[config.mk]
export PLATFORM = sky130hd
export DESIGN_NAME = input_stage
export DESIGN_NICKNAME = d
export VERILOG_FILES = /design/src/rtl/input_stage.sv
export SDC_FILE = /design/constraint.sdc
export NUM_CORES = 1
export LEC_CHECK = 0
export CAP_MARGIN = 5
export CORE_MARGIN = 2
export CORE_UTILIZATION = 34
export DETAILED_ROUTE_END_ITERATION = 8
export PLACE_DENSITY = 0.51
export SYNTH_ARGS = -nofsm -noshare
export SYNTH_HDL_FRONTEND = slang
export SYNTH_SLANG_ARGS = --single-unit
[constraint.sdc]
create_clock -name clk -period 2.8 [get_ports clk]
set_input_delay 0.28 -clock clk [delete_from_list [all_inputs] [get_ports clk]]
set_output_delay 0.28 -clock clk [all_outputs]
set_load 0.01 [all_outputs]
[src/rtl/input_stage.sv]
// Ingress stage of the quantized linear layer: buffers one activation vector,
// sums it for zero-point correction, then replays it once per output neuron.
module input_stage #(
  parameter int PRECISION      = 8,
  parameter int N_INPUTS       = 16,
  parameter int N_PASSES       = 4,
  parameter int BIAS_PRECISION = 32
) (
  input  logic                                            clk,
  input  logic                                            rst,
  input  logic                                            in_valid,
  output logic                                            in_ready,
  input  logic [PRECISION-1:0]                            in_data,
  output logic                                            out_valid,
  input  logic                                            out_ready,
  output logic [PRECISION-1:0]                            out_data,
  output logic                                            out_first,
  output logic                                            out_last,
  output logic [((N_PASSES > 1) ? $clog2(N_PASSES) : 1)-1:0] pass_idx,
  output logic [BIAS_PRECISION-1:0]                       ai,
  output logic                                            ai_valid
);

  localparam int IW = $clog2(N_INPUTS);
  localparam int PW = (N_PASSES > 1) ? $clog2(N_PASSES) : 1;
  localparam logic [IW-1:0] LAST_IDX  = IW'(N_INPUTS - 1);
  localparam logic [PW-1:0] LAST_PASS = PW'(N_PASSES - 1);

  typedef enum logic {LOAD, REPLAY} state_t;

  state_t                    state_q, state_d;
  logic [IW-1:0]             wr_idx_q, wr_idx_d;
  logic [IW-1:0]             rd_idx_q, rd_idx_d;
  logic [PW-1:0]             pass_q, pass_d;
  logic [BIAS_PRECISION-1:0] ai_q, ai_d;
  logic [PRECISION-1:0]      buf_q [N_INPUTS];

  logic in_hs;
  logic out_hs;

  assign in_hs  = (state_q == LOAD) && in_valid;
  assign out_hs = (state_q == REPLAY) && out_ready;

  always_comb begin
    state_d   = state_q;
    wr_idx_d  = wr_idx_q;
    rd_idx_d  = rd_idx_q;
    pass_d    = pass_q;
    ai_d      = ai_q;
    in_ready  = 1'b0;
    out_valid = 1'b0;
    out_data  = '0;
    out_first = 1'b0;
    out_last  = 1'b0;
    ai_valid  = 1'b0;
    case (state_q)
      LOAD: begin
        in_ready = 1'b1;
        if (in_hs) begin
          ai_d = ai_q + BIAS_PRECISION'(in_data);
          if (wr_idx_q == LAST_IDX) begin
            wr_idx_d = '0;
            rd_idx_d = '0;
            pass_d   = '0;
            state_d  = REPLAY;
          end else begin
            wr_idx_d = wr_idx_q + IW'(1);
          end
        end
      end
      REPLAY: begin
        out_valid = 1'b1;
        ai_valid  = 1'b1;
        out_data  = buf_q[rd_idx_q];
        out_first = (rd_idx_q == '0);
        out_last  = (rd_idx_q == LAST_IDX);
        if (out_hs) begin
          if (rd_idx_q == LAST_IDX) begin
            rd_idx_d = '0;
            // Final element of the final pass frees the buffer for the next vector.
            if (pass_q == LAST_PASS) begin
              pass_d  = '0;
              ai_d    = '0;
              state_d = LOAD;
            end else begin
              pass_d = pass_q + PW'(1);
            end
          end else begin
            rd_idx_d = rd_idx_q + IW'(1);
          end
        end
      end
      default: state_d = LOAD;
    endcase
  end

  always_ff @(posedge clk) begin
    if (rst) begin
      state_q  <= LOAD;
      wr_idx_q <= '0;
      rd_idx_q <= '0;
      pass_q   <= '0;
      ai_q     <= '0;
    end else begin
      state_q  <= state_d;
      wr_idx_q <= wr_idx_d;
      rd_idx_q <= rd_idx_d;
      pass_q   <= pass_d;
      ai_q     <= ai_d;
    end
  end

  // Buffer is pure data storage; its contents are meaningless until reloaded.
  always_ff @(posedge clk) begin
    if (in_hs) buf_q[wr_idx_q] <= in_data;
  end

  assign pass_idx = pass_q;
  assign ai       = ai_q;

endmodule

# Word-level counts from Yosys, hierarchy flattened
# Memory sizes are Yosys's and may differ from the RTL's. A register that Yosys moved wholly into a read port is not among the register bits.
# Index checks and enable logic that the tools add are counted.
# word_totals
regBits,43
ram_bits,128
in_bits,12
output_inout_bits,47
memories,1
# op_classes
n_addsub,4
n_eq_ne,8
n_mux,32
bitwise,1
reduce_logical,7
# memory_table
name,depth,width,rd,rd_clocked_by_memory_dff,wr,line_no,text
buf_q,16,8,1,1,1,36,logic [PRECISION-1:0] buf_q [N_INPUTS];
# op_table
cell,count
$mux 32,4
$pmux 32 s2,1
$add 32x8->32,1
$mux 4,7
$mux 1,11
$mux 2,5
$add 4x1->4 const B,2
$eq 4x4->1 const B,2
$mux 8,1
$ne 2x1->1 const B,4
$pmux 4 s2,1
$reduce_and 4->1,2
$logic_not 4->1,1
$pmux 2 s2,1
$reduce_and 3->1,1
$add 2x1->2 const B,1
$eq 2x2->1 const B,1
$logic_and 1x1->1,2
$ne 2x2->1 const B,1
$pmux 1 s2,1
$reduce_and 2->1,1
$not 1->1,1

# Longest topological paths before layout
# logic_depth
ltp_word,6
depth_mapped,10

# Worst setup path after synthesis
# Ideal clock, no wire load.
# synth_timing
kind,reg2reg
startpoint,reg ai_q[0] (netlist: ai[0])
endpoint,reg ai_q[12] (netlist: ai[12])
arrival_ps,2225
required_time_ps,2728
setup_slack_ps,503
path_stages_with_launch,10
path_buffers,1
period_less_slack_ps,2297
cell_sequence,dfxtp_1 -> ha_1 -> inv_1 -> fa_1 -> nor2b_1 -> o2111ai_1 -> and3_1 -> buf_1 -> nor4_1 -> mux2i_1
# synth_via
elab_chain_cells,3
# synth_lines
element,line_no,text
start: declaration,35,"logic [BIAS_PRECISION-1:0] ai_q, ai_d;"
start signal: assignment,109,ai_q <= ai_d;
$add 32x8->32,60,ai_d = ai_q + BIAS_PRECISION'(in_data);
$mux 32,59,if (in_hs) begin
$pmux 32 s2,56,case (state_q)
# Every way passes these cells. The select of a mux whose other input is x is not followed.
# A chain may end at the register's enable or synchronous reset.

==> results.md <==
- Status: finished clean
- Top Usage Layer GRT: met2
- Gr ovfl total: 0
- Slew at the pin closest to its max-slew limit: 1030 ps
- Fin. Hold Viols: 0
- Routed len/inst: 20.3 um
- Area of the core: 21900 um^2
- Vertical die dimension: 154 um
- Crit path capture type: primary output
- Crit path cell chain: buf_6 > buf_8 > buf_4 > mux4_2 > mux4_2 > and2_4 > buf_2
- Setup CP Type: reg2out
- Tightest Hold Check Type: reg2reg
- Ys async rst share: 0%
- TritonCTS clock tree: done
- Layout Skew: 9.92 ps
- Gate Count Post-Synth: 521
- Distinct cell type count after synthesis: 48
- Cell mode on critical path: mux4_2
- Slowest stage delay, CP: 510 ps
- Grt met3 use: 3.55%
- Clock Sinks: 175
- Most common cell after layout, fill and taps aside: edfxtp_1
- Post-synthesis sequential area ratio: 62.7%
- Post-Route WL: 18200 um
- Pre-Repair DR Iteration Count: 5
- Top Family by Delay on Critical Path: multiplexers
- First-pass GRT wire length: 28100 um
- Critical Path RT: 2520 ps
- Leak: 3.04 nW
- Setup TNS: 0 ps
- Num rows: 54
- P per Cell Area: 587 nW/um^2
- Fillers: 2023
- Via count: 4809
- Number of synthesized flops with an enable pin: 128
- Min Tclk post-route: 2770 ps
- Fmax: 361 MHz
- Iteration-0 DRC Markers: 313
- Element type at the critical path start: flip-flop
- Most frequent cells in the layout: 128 x edfxtp_1, 50 x clkdlybuf4s50_1, 46 x dfxtp_1
- Synthesis-to-layout area growth: 22.4%
- DRC: 0
- Layout cells sized above 1: 20.1%
- Root buf cell: clkbuf_16
- Ports: 59
- Clk buf depth: 2
- Max VDD drop: 0.392 mV
- Slew HR: 31.0%
- Clock-pin slew on the worst setup and hold paths: 70 ps
- Gr usage total: 15.7%
- Maximum fanout along the worst path: 5
- Mapped Area: 7630 um^2
- Total CTS buffers: 17
- Syn avg cell area: 14.6 um^2
- Hold Path Stages: 2
- Post-detail-place hpwl: 12000 um
- DR vias/cell: 5.36
- Vias in the first global route: 4909
- DRT antenna net count: 0
- Fin crit share: 99.0%
- Unrepaired setup endpoints after global routing: true
- GPL Wtd Cong: 0.823
- Grt met1 use: 21.3%
- Arrival time worst endpoint: 2490 ps
- GR Util met2: 25.4%
- Synth Net Count: 549
- Diodes inserted: 0
- # H-tree levels: 4
- Initial Utilization: 34.8%
- Worst reg2reg path depth: 9
- CP Buf/Inv Count: 4
- NumNets Final: 632
- Reg2reg start: ai[0]
- Number of port buffers: 58
- Crit. path cell count: 7
- Die W: 154 um
- Slowest cell on the critical path: mux4_2
- Largest net degree at the start of global routing: 33
- Yosys Warn Count: 0
- Slew Limit Fails: 0
- Endpoints failing setup: 0
- Skew-Pair Late Insertion Delay: 430 ps
- Total die area: 23700 um^2
- Maxcap violations: 0
- Hold_sp: ai[31]
- Synth Flop Type: edfxtp_1
- Initial antenna violation count: 0
- Register bit total from synthesis: 175
- Final Power: 0.00548 W
-- state kept, by name (all words and copies together) (netlist names), named ones only --
register,cells
pass_idx,2
wr_idx_q,4
rd_idx_q,4
buf_q,128
state_q,1
ai,32
-- timing repair --
action	4_1_cts	5_1_grt
gates cloned	2	1
setup endpoints to repair	8	8
hold buffers	0	0
hold endpoints to repair	0	0
setup buffers	6	2
pin swaps	0	0
resized for setup	28	12
-- path summary, 6_finish.rpt --
kind                            slack [ps]          end
worst min-delay path                   480       ai[31]
worst max register to register         350       ai[16]
worst max-delay path                    30  out_data[1]
worst min register to register         480       ai[31]
-- synthesized netlist by cell type, types with 8 or more instances --
cell type,count,area (um^2)
nand2_1,30,113
buf_2,9,45.0
mux2i_1,9,90.1
and3_1,9,56.3
nor2_1,17,63.8
dfxtp_1,47,941
a21oi_1,27,135
ha_1,15,188
nand4_1,10,62.6
nor3_1,12,60.1
mux4_2,40,901
nand3_1,22,110
nand2b_1,9,56.3
clkbuf_1,8,30.0
inv_1,10,37.5
o31ai_1,14,105
or4_1,13,97.6
edfxtp_1,128,3840
and2_1,23,144
-- worst min-delay path, stage by stage (launching register included) --
cell and delay [ps]:
dfxtp_1 320, o31ai_1 60, a21oi_1 50
-- layout make-up --
type                       count  area (um^2)  area share [%]
clock inverter                14          129            1.38
sequential                   175         4790            51.3
multi-input combinational    306         2670            28.6
timing repair buffer          94          937            10.0
inverter                      10         37.5           0.402
tap                          280          350            3.75
clock buffer                  18          429            4.60
-- power breakdown --
part | internal, W | switching, W
Sequential | 0.00282 | 0.0000255
Clock | 0.00124 | 0.00102
Combinational | 0.000157 | 0.000226
Total | 0.00421 | 0.00127
-- layer usage --
metal / part of all wire [%] / wire [um] / vias to the layer above
met1: 46 / 8390 / 2452
met4: 1.0 / 191 / 0
li1: - / - / 2213
met5: 0 / 0 / -
met3: 4.5 / 813 / 14
met2: 48 / 8810 / 130
-- cell families after synthesis --
logic type	count (synthesis)	synth area share, %
xor+xnor	6	0.689
flops	175	62.7
fa+ha+maj	16	2.72
buf+inv	40	2.56
mux	49	13.0
compound gates	64	5.35
simple gates	171	13.0
-- per-stage QoR --
step / instance area (um^2) / utilization, % / hold slack, ps / setup WS [ps] / cells
final: 9340 / 42.7 / 484 / 26.9 / 897
after global routing: 9340 / 42.7 / 514 / -38.5 / 897
after CTS: 9340 / 42.6 / 489 / -58.1 / 895
after detailed placement: 8650 / 39.5 / 476 / -188 / 855
after global placement: 8650 / 39.5 / 468 / -129 / 855
after floorplan: 7630 / - / 379 / 503 / 521
Power figures use the tool's default switching activity.
